## src/rtl/ram_arbiter.sv

```systemverilog
// Two-master arbiter for a 1W/1R combinational-read data RAM: round-robin with a
// bounded master-1 lock, RAM port drive and one-cycle registered read responses.
module ram_arbiter #(
  parameter int DEPTH    = 128,
  parameter int MAX_HOLD = 16,
  parameter int AW       = 16,
  parameter int DW       = 32
) (
  input  logic          clk,
  input  logic          rst_n,
  input  logic          m0_req,
  input  logic          m0_we,
  input  logic [AW-1:0] m0_addr,
  input  logic [DW-1:0] m0_wdata,
  output logic          m0_gnt,
  output logic          m0_rvalid,
  output logic [DW-1:0] m0_rdata,
  output logic          m0_err,
  input  logic          m1_req,
  input  logic          m1_we,
  input  logic [AW-1:0] m1_addr,
  input  logic [DW-1:0] m1_wdata,
  input  logic          m1_lock,
  output logic          m1_gnt,
  output logic          m1_rvalid,
  output logic [DW-1:0] m1_rdata,
  output logic          m1_err,
  output logic [AW-1:0] mem_waddr_o,
  output logic [DW-1:0] mem_wdata_o,
  output logic          mem_we_o,
  output logic [AW-1:0] mem_raddr_o,
  input  logic [DW-1:0] mem_rdata_i,
  output logic [1:0]    dbg_state
);

  // Handshake: an access completes in the cycle where req and gnt are both high;
  // an ungranted master holds req/we/addr/wdata stable until it is granted.

  typedef enum logic [1:0] {ST_RR = 2'd0, ST_LOCK1 = 2'd1, ST_FORCE0 = 2'd2} state_t;

  localparam logic [AW:0] DEPTH_L    = (AW + 1)'(DEPTH);
  localparam logic [7:0]  MAX_HOLD_L = 8'(MAX_HOLD);

  state_t        state;
  logic          last;
  logic [7:0]    hold_cnt;
  logic [7:0]    hold_inc;
  logic          gnt0;
  logic          gnt1;
  logic          sel_we;
  logic [AW-1:0] sel_addr;
  logic [DW-1:0] sel_wdata;
  logic          in_range;

  // Grants are masked by rst_n so nothing reaches the RAM while reset is held.
  always_comb begin
    gnt0 = 1'b0;
    gnt1 = 1'b0;
    if (rst_n) begin
      unique case (state)
        ST_RR: begin
          if (m0_req && m1_req) begin
            gnt0 = last;
            gnt1 = !last;
          end else begin
            gnt0 = m0_req;
            gnt1 = m1_req;
          end
        end
        ST_LOCK1:  gnt1 = m1_req;
        ST_FORCE0: gnt0 = m0_req;
        default: ;
      endcase
    end
  end

  always_comb begin
    sel_we    = 1'b0;
    sel_addr  = '0;
    sel_wdata = '0;
    if (gnt1) begin
      sel_we    = m1_we;
      sel_addr  = m1_addr;
      sel_wdata = m1_wdata;
    end else if (gnt0) begin
      sel_we    = m0_we;
      sel_addr  = m0_addr;
      sel_wdata = m0_wdata;
    end
  end

  assign in_range    = {1'b0, sel_addr} < DEPTH_L;
  assign m0_gnt      = gnt0;
  assign m1_gnt      = gnt1;
  assign mem_waddr_o = sel_addr;
  assign mem_raddr_o = sel_addr;
  assign mem_wdata_o = sel_wdata;
  assign mem_we_o    = (gnt0 || gnt1) && sel_we && in_range;
  assign dbg_state   = state;
  assign hold_inc    = (hold_cnt == 8'hFF) ? hold_cnt : hold_cnt + 8'd1;

  always_ff @(posedge clk or negedge rst_n) begin
    if (!rst_n) begin
      state    <= ST_RR;
      last     <= 1'b1;
      hold_cnt <= 8'd0;
    end else begin
      unique case (state)
        ST_RR: begin
          if (gnt0) last <= 1'b0;
          if (gnt1) begin
            last <= 1'b1;
            if (m1_lock) begin
              hold_cnt <= 8'd1;
              // A hold limit of one already expires on the opening grant.
              state    <= (MAX_HOLD_L <= 8'd1 && m0_req) ? ST_FORCE0 : ST_LOCK1;
            end
          end
        end
        ST_LOCK1: begin
          if (!m1_req) begin
            state    <= ST_RR;
            hold_cnt <= 8'd0;
          end else begin
            last     <= 1'b1;
            hold_cnt <= hold_inc;
            if (hold_inc >= MAX_HOLD_L && m0_req) begin
              state <= ST_FORCE0;
            end else if (!m1_lock) begin
              state    <= ST_RR;
              hold_cnt <= 8'd0;
            end
          end
        end
        ST_FORCE0: begin
          state    <= ST_RR;
          last     <= 1'b0;
          hold_cnt <= 8'd0;
        end
        default: state <= ST_RR;
      endcase
    end
  end

  always_ff @(posedge clk or negedge rst_n) begin
    if (!rst_n) begin
      m0_rvalid <= 1'b0;
      m0_err    <= 1'b0;
      m0_rdata  <= '0;
      m1_rvalid <= 1'b0;
      m1_err    <= 1'b0;
      m1_rdata  <= '0;
    end else begin
      m0_rvalid <= gnt0 && !m0_we;
      m0_err    <= gnt0 && !in_range;
      m1_rvalid <= gnt1 && !m1_we;
      m1_err    <= gnt1 && !in_range;
      if (gnt0 && !m0_we) m0_rdata <= in_range ? mem_rdata_i : '0;
      if (gnt1 && !m1_we) m1_rdata <= in_range ? mem_rdata_i : '0;
    end
  end

endmodule

```

## config.mk

```make
export PLATFORM = sky130hd
export DESIGN_NAME = ram_arbiter
export DESIGN_NICKNAME = d
export VERILOG_FILES = /design/src/rtl/ram_arbiter.sv
export SDC_FILE = /design/constraint.sdc
export NUM_CORES = 1
export LEC_CHECK = 0
export ABC_AREA = 1
export CORE_ASPECT_RATIO = 1.25
export CORE_MARGIN = 2
export CORE_UTILIZATION = 38
export CTS_BUF_LIST = sky130_fd_sc_hd__clkbuf_16
export DETAILED_ROUTE_END_ITERATION = 8
export GPL_TIMING_DRIVEN = 0
export PLACE_DENSITY_LB_ADDON = 0.2
export SETUP_SLACK_MARGIN = 0.4
export SYNTH_ARGS = -nofsm -noshare
export SYNTH_HDL_FRONTEND = slang
export SYNTH_SLANG_ARGS = --single-unit
export TNS_END_PERCENT = 10
```

## constraint.sdc

```tcl
create_clock -name clk -period 3.7 [get_ports clk]
set_clock_uncertainty 0.05 [all_clocks]
set_input_delay 1.11 -clock clk [delete_from_list [all_inputs] [get_ports clk]]
set_output_delay 1.11 -clock clk [all_outputs]
set_load 0.02 [all_outputs]
```

Yosys cells after proc, flatten, opt, wreduce, memory -nomap -nowiden
Index checks and enable logic that the tools add are counted.
- logic and storage cells: 68
- bits in registers: 79
- order comparisons: 2
- reduce and logical (&&, ||, !) cells: 18
- mux-type cells: 30
- add/subtract/negate cells: 1
- equal/unequal tests: 8
- operators by type and width (cell ; number):
    $mux W32 ; 3
    $mux W8 ; 6
    $mux W16 ; 2
    $pmux W8 S3 ; 1
    $lt A16 B8 Y1 const B ; 1
    $mux W2 ; 5
    $mux W1 ; 9
    $reduce_and A3 Y1 ; 3
    $add A8 B1 Y8 const B ; 1
    $eq A8 B8 Y1 const B ; 1
    $ge A8 B5 Y1 const B ; 1
    $logic_and A1 B1 Y1 ; 8
    $ne A2 B2 Y1 const B ; 3
    $logic_not A1 Y1 ; 4
    $ne A4 B4 Y1 const B ; 1
    $pmux W1 S2 ; 2
    $pmux W2 S2 ; 1
    $ne A3 B3 Y1 const B ; 1
    $pmux W1 S3 ; 1
    $reduce_bool A3 Y1 ; 1
    $eq A2 B1 Y1 const B ; 1
    $eq A2 B2 Y1 const B ; 1
    $logic_not A2 Y1 ; 1
    $logic_or A1 B1 Y1 ; 1

Logic depth before layout (Yosys ltp)
Gate-level depths: netlist (run 1).
- depth in word-level cells: 9
- depth in mapped cells: 18
- depth with buffers taken out: 16

Worst setup path after synthesis (run 1)
OpenSTA, ideal clock, no wires.
- path kind: input to output
- start: input port m0_req
- end: output port mem_we_o
- stages: 13
- data arrival time: 2446 ps
- path slack: 94 ps
- path buffers: 1
- cells stage by stage: nand2_1 > nand2_1 > nand2_2 > nand2_4 > or2_1 > nand2_1 > nand2_1 > nor2_1 > nand2_1 > nor2_2 > buf_6 > inv_2 > a21oi_1
- cells in the longest elaborated chain, start to end: 8
- elaborated cells between the ends (all ways): 15
- those cells by class: order compare (1); mux (10); reduce/logical (4)
- RTL lines (what ; line ; RTL):
    from (decl) ; 11 ; input logic m0_req,
    $logic_and A1 B1 Y1 ; 62 ; if (m0_req && m1_req) begin
    $mux W1 ; 62 ;
    $pmux W1 S2 ; 60 ; unique case (state)
    $mux W1 ; 59 ; if (rst_n) begin
    $mux W16 / $mux W1 (equally long branches) ; 85 ; end else if (gnt0) begin
    $mux W16 / $mux W1 (equally long branches) ; 81 ; if (gnt1) begin
    $lt A16 B8 Y1 / $logic_and A1 B1 Y1 (equally long branches) ; 92, 98 ;
    $logic_and A1 B1 Y1 (*) ; 98 ; assign mem_we_o = (gnt0 || gnt1) && sel_we && in_range;
    to (decl) ; 30 ; output logic mem_we_o,
Every way passes the cells marked *; elsewhere a longest branch is shown, timed or not.

Worst setup path in the final report (run 1)
- start: input port m1_addr[10]
- end: output port mem_we_o
- cells in the longest elaborated chain, start to end: 3
- RTL lines (what ; line ; RTL):
    from (decl) ; 21 ; input logic [AW-1:0] m1_addr,
    $mux W16 ; 81 ;
    $lt A16 B8 Y1 ; 92 ; assign in_range = {1'b0, sel_addr} < DEPTH_L;
    $logic_and A1 B1 Y1 ; 98 ;
No other way between the ends.

==> reports/summary.txt, run 1 <==
Setup CP Type: in -> out
Critical Path AT: 2.55 ns
crit path setup slack, layout: -0.0105 ns
violated checks: setup timing
Peak Freq: 0.270 GHz
crit path from: m1_addr[10]
Hold/Removal Path Class: reg -> reg
DRT iter0 DRCs: 349
Post-DP Area: 7480 sq um
r2r worst-path depth: 12
GR Util met2: 0.479
Req. time, crit path: 2.54 ns
Final min period: 3.71 ns
Via density: 5.16
# rows: 44
Slew @ Worst Pin: 0.532 ns
ratio of cells with drive above 1 in the final layout: 0.319
number of global-route vias before repair: 5,533
Worst setup endpoint: mem_we_o
Worst slew margin: 0.645
synth warn: 0
synth top area cells: dfrtp_1, nand2_1, nand3_1
R2R Path End: m0_rdata[5]
met1 Resource Use GR: 0.343
Crit. End Element: output port
final hold violations: 0
Core Footprint: 11,600 sq um
area of the multi-input gates: 2630 sq um
Unique masters post-synth: 28
top cell type's share of synthesized area: 0.431
detailed-router iteration count before antenna repair: 5
Primary FF master, synth: dfrtp_1
Clk network pwr share: 0.179
Finished Cell Area: 8880 sq um
vias: 5,625
syn avg cell area: 7.35 sq um
Setup crit start kind: input pin
Slew Viols, Final: 0
RSZ-0062 raised after global routing: yes
clk_lat worst skew: 0.33 ns
CTS tree: done
I/O pin count: 272
dpl hpwl: 14,200 um
# fillers: 801
Diodes inserted: 0
Seq. cell area: 1980 sq um
global route overflow: 0
post-synthesis sequential area ratio: 0.437
routed wire length: 20,300 um
net switching share of the total power: 0.408
antenna violations before repair: 1
CTS max path bufs: 2
clock sinks: 79
Post-synth ARST share: 1.00
clock-pin slew on the worst setup and hold paths: 0.06 ns
Pwr Density: 586 nW/um^2
most frequent cell after synthesis: nand2_1
largest net degree at the start of global routing: 59
NumNets Final: 1,065
RePlAce Congestion: 1.03
cell taking the most area after synthesis: dfrtp_1
EDFF count, synth: 0
maximum vdd drop: 0.000286 V
commonest cells in the netlist: nand2_1, nand3_1, dfrtp_1
Final Cycle Share: 1.00
Max-Cap Viols: 0
RR Startpoint: dbg_state[0]
wire length per cell: 18.6 um
htree depth: 3
Post-CTS Hold Buffers: 0
Crit Path Max Fanout: 2
area delta synth->final: 96.2%
M3 GR Usage: 0.0905
combinational power share: 0.577
Int Pwr: 0.00308 W
Post-Syn Nets: 757
leakage power total: 4.33 nW
initial core utilization: 0.390
Synth Cell Area: 4530 sq um
Net Sw Power: 0.00212 W
status: complete, but fails checks
final hold slack: 0.433 ns
DRC violations left: 0
die width: 102 um
gr busiest metal: met2
total CTS buffers: 9
Die H: 126 um
Cells after Synth: 616
Total Routing Usage GR: 0.291
global-route wire length before repair: 28,600 um
PortBufs: 271
Die Area: 12,800 sq um
Reg power frac: 0.244
# setup viols final: 1
post-route ant nets: 0
r2r setup slk: 1.15 ns
root buf cell: clkbuf_16
flops & latches, synth: 79
-- area by class of cell --
type	instances	area share
Timing Repair Buffer	296	0.343
Clock buffer	9	0.0254
Sequential cell	79	0.223
Buffer	50	0.0623
Clock inverter	7	0.00986
Tap cell	161	0.0227
Inverter	35	0.0173
Multi-Input combinational cell	453	0.297
-- power groups by stage --
stage	Sequential, W	Clock [W]	Combinational (W)
after floorplan	0.00156	0	0.00101
after global placement	0.00127	0	0.00247
after detailed placement	0.00128	0	0.00251
after CTS	0.00127	0.000944	0.00272
after global routing	0.00130	0.000989	0.00318
final	0.00127	0.000931	0.00300
-- layer usage --
layer / wire length (um) / up-vias
met3: 1710 / 84
met1: 7420 / 2672
met4: 1060 / 2
met5: 16 / -
met2: 10100 / 318
li1: - / 2549
-- layout by cell type (no fill, tap or decap), drive strengths merged, types with 6 or more instances in the layout --
master,instances
nand2,281
or2,6
a21oi,8
ha,6
o21ai,12
inv,33
dfrtp,78
nor2,17
nand3,117
clkinv,7
clkbuf,23
buf,130
clkdlybuf4s50,197
-- critical path, cell delays in order --
cell and delay (ns):
clkdlybuf4s50_1 0.39, or2_1 0.20, nand2_1 0.09, nand2_1 0.06, nor2_1 0.12, nand2_2 0.08, nor2_4 0.10, buf_6 0.12
inv_4 0.03, a21oi_4 0.11, buf_6 0.14
-- worst min path at each step --
stage | depth (start not counted) | end | slack (ns) | from
2_1_floorplan | 2 | last | 0.41 | last
3_3_place_gp | 2 | m1_rdata[16] | 0.41 | m1_rdata[16]
3_5_place_dp | 2 | m0_rdata[13] | 0.42 | m0_rdata[13]
4_1_cts | 2 | m1_rdata[30] | 0.43 | m1_rdata[30]
5_1_grt | 2 | m0_rdata[22] | 0.45 | m0_rdata[22]
6_report | 2 | m1_rdata[8] | 0.43 | m1_rdata[8]
-- sequential cells by signal, indices dropped and copies added (netlist names) --
register,flops
m1_rdata,32
m1_err,1
dbg_state,2
m1_rvalid,1
m0_err,1
last,1
m0_rvalid,1
m0_rdata,32
hold_cnt,8
-- repair_timing --
action	CTS	global route
endpoints found under the setup margin	67	67
pin swaps	44	80
gates resized for setup	433	156
buffers inserted	9	10
cloned	4	2
-- per-stage QoR --
stage          TNS (ns)  worst slack (ns)  instances   util  power (W)
2_1_floorplan         0             0.253        616      -    0.00257
3_3_place_gp    -510.13             -3.81       1048  0.642    0.00374
3_5_place_dp     -55.29             -1.15       1049  0.644    0.00379
4_1_cts         -0.0533           -0.0533       1078  0.709    0.00493
5_1_grt         -0.0969           -0.0969       1090  0.764    0.00547
6_report        -0.0105           -0.0105       1090  0.764    0.00520
-- logic make-up after synthesis --
family | after synthesis | share of synthesized area
adders and majority gates | 6 | 0.0166
and+or+nand+nor | 422 | 0.414
xor gates and xnor gates | 3 | 0.00581
AOI/OAI and AO/OA | 21 | 0.0246
DFF | 79 | 0.437
buffers and inverters | 85 | 0.102
Note: power is estimated with default switching activity, not from simulation.
==> run 2: changes to the inputs <==
--- a/config.mk
+++ b/config.mk
@@ -8,6 +8,9 @@
 export ABC_AREA = 1
+export CELL_PAD_IN_SITES_DETAIL_PLACEMENT = 0
+export CELL_PAD_IN_SITES_GLOBAL_PLACEMENT = 2
 export CORE_ASPECT_RATIO = 1.25
 export CORE_MARGIN = 2
-export CORE_UTILIZATION = 38
+export CORE_UTILIZATION = 19
 export CTS_BUF_LIST = sky130_fd_sc_hd__clkbuf_16
+export CTS_CLUSTER_DIAMETER = 200
 export DETAILED_ROUTE_END_ITERATION = 8
==> constraint.sdc (replaced) <==
create_clock -name clk -period 3.7 [get_ports clk]
set_clock_uncertainty 0.05 [all_clocks]
set_input_delay 0.74 -clock clk [delete_from_list [all_inputs] [get_ports clk]]
set_output_delay 0.74 -clock clk [all_outputs]
set_load 0.02 [all_outputs]
==> run 2 against run 1 <==
The flow now finishes without violations. Worst hold slack worse by 0.26 ns. Combinational power is 16% lower. Power is 9.5% lower. Largest cell class unchanged. Sequential cell count stayed put. Register-to-register slack better by 0.08 ns. Sequential power hardly changed. Setup slack better by 0.52 ns. Via count is 13% lower.
==> reports/summary.txt, run 2 (synthesis gave the netlist of run 1 again) <==
most frequent cells in the layout: nand2_1, clkdlybuf4s50_1, nand3_1
Peak Freq: 0.313 GHz (+16%)
Critical Path AT: 2.40 ns (-0.15 ns)
vias: 4,908 (-13%)
Setup CP Type: in -> out
Req. time, crit path: 2.91 ns (+0.37 ns)
DRT iter0 DRCs: 187 (-46%)
Crit Path Max Fanout: 5 (+3)
Core Footprint: 23,600 sq um (+100%)
wire length per cell: 15.7 um (-16%)
CTS tree: done
commonest non-fill, non-tap cell in the layout: nand2_1
Worst slew margin: 0.614 (-0.0315)
Setup crit start kind: input pin
clock sinks: 79 (unchanged)
area of the multi-input gates: 2170 sq um (-18%)
Total Routing Usage GR: 0.150 (-0.140)
leakage power total: 4.14 nW (-4.4%)
total power: 0.00471 W (-9.5%)
# fillers: 2,556 (+220%)
global-route wire length before repair: 29,200 um (+2.0%)
PortBufs: 271 (unchanged)
dpl hpwl: 15,000 um (+5.6%)
# setup viols final: 0 (-1)
final hold violations: 0 (unchanged)
Slew @ Worst Pin: 0.577 ns (+0.0451 ns)
DRC violations left: 0 (unchanged)
Crit. End Element: output port
Final min period: 3.19 ns (-0.519 ns)
Slew Viols, Final: 0 (unchanged)
RSZ-0062 raised after global routing: yes
maximum vdd drop: 0.000203 V (-29%)
Pwr Density: 584 nW/um^2 (-0.36%)
die width: 142 um (+40%)
Final Cycle Share: 0.863 (-0.140)
CTS max path bufs: 2 (unchanged)
clock-pin slew on the worst setup and hold paths: 0.07 ns (about the same)
Seq. cell area: 1980 sq um (about the same)
placed cells: 1,180 (+12%)
I/O pin count: 272 (unchanged)
# rows: 63 (+43%)
NumNets Final: 1,049 (-1.5%)
Non-Filler Instances: 1,205 (+11%)
Max-Cap Viols: 0 (unchanged)
detailed-router iteration count before antenna repair: 5 (unchanged)
clk_lat worst skew: 0.33 ns (about the same)
ratio of cells with drive above 1 in the final layout: 0.135 (-0.184)
antenna violations before repair: 0 (-1)
r2r setup slk: 1.23 ns (+0.08 ns)
RePlAce Congestion: 0.749 (-27%)
number of global-route vias before repair: 5,262 (-4.9%)
area delta synth->final: 78.3%
Diodes inserted: 0 (unchanged)
root buf cell: clkbuf_16
largest net degree at the start of global routing: 53 (-10%)
post-route ant nets: 0 (unchanged)
Post-CTS Hold Buffers: 0 (unchanged)
routed wire length: 18,900 um (-6.9%)
htree depth: 3 (unchanged)
Die H: 177 um (+40%)
status: completed
final hold slack: 0.175 ns (-0.258 ns)
initial core utilization: 0.192 (-0.198)
Die Area: 25,100 sq um (+96%)
global route overflow: 0 (unchanged)
biggest regs: m0_rdata: 32 flops, m1_rdata: 32 flops, hold_cnt: 8 flops
Hold/Removal Path Class: in -> async
Via density: 4.07 (-21%)
total CTS buffers: 9 (unchanged)
run 2: cell count changes in the layout (fill, tap and decap cells not counted), sizes merged, moves of 2 or more:
cell,previous run,this run
buf,130,44
dlygate4sd2,2,53
clkdlybuf4s50,197,213
clkbuf,23,27
clkinv,7,3
inv,33,36
clkinvlp,0,2
run 2: path summary, 6_finish.rpt:
check	to	cells after the start	start
setup / recovery	mem_we_o	15	m0_req
hold / removal	m0_rdata[25]	1	rst_n
setup reg to reg	m1_rdata[30]	11	dbg_state[1]
hold reg to reg	m0_rdata[21]	2	m0_rdata[21]
max in group asynchronous	m0_rdata[4]	2	rst_n
min in group clk	m0_rdata[21]	2	m0_rdata[21]
run 2: worst max-delay path: stages:
cell and delay, ns:
clkdlybuf4s15_1 0.23, nand2_1 0.10, nand2_2 0.06, nand2_4 0.08
nand2_4 0.08, or2_1 0.24, nand2_1 0.08, nand2_1 0.07
nor2_2 0.11, nand2_2 0.08, nor2_4 0.11, buf_6 0.11
inv_2 0.04, a21oi_2 0.11, buf_6 0.13
run 2: cell type report:
| cell class | instances | share of cell area |
|---|---|---|
| Buffer | 50 | 0.0459 |
| Clock buffer | 9 | 0.0279 |
| Clock inverter | 7 | 0.00993 |
| Inverter | 35 | 0.0167 |
| Multi-Input combinational cell | 453 | 0.269 |
| Sequential cell | 79 | 0.245 |
| Tap cell | 292 | 0.0453 |
| Timing Repair Buffer | 280 | 0.340 |
run 2: metal layers:
layer / up-vias / GRT usage / part of all wire
li1: 2514 / - / -
met1: 2195 / 0.174 / 0.41
met2: 192 / 0.277 / 0.51
met3: 7 / 0.0410 / 0.069
met4: 0 / 0.0300 / 0.0084
met5: - / 0 / 0
run 2: what timing repair did:
action / in CTS / in global routing
endpoints found under the setup margin: 67 / 22
resized for setup: 96 / 20
setup buffers: 5 / 3
pin swaps: 5 / 12
gates cloned: 1 / 0
run 2: power breakdown:
part	internal [W]	switching [W]	total [W]
clock	0.000530	0.000382	0.000912
combinational	0.00113	0.00140	0.00253
sequential	0.00112	0.000155	0.00127
total	0.00277	0.00194	0.00471
run 2: stage by stage:
step | worst slack [ns] | util | instance area (sq um) | setup TNS, ns
final | 0.509 | 0.342 | 8070 | 0
after global routing | 0.341 | 0.342 | 8070 | 0
after CTS | 0.401 | 0.339 | 8000 | 0
after detailed placement | -0.515 | 0.324 | 7630 | -12.74
after global placement | -3.65 | 0.323 | 7600 | -538.88
after floorplan | 0.678 | - | 4530 | 0
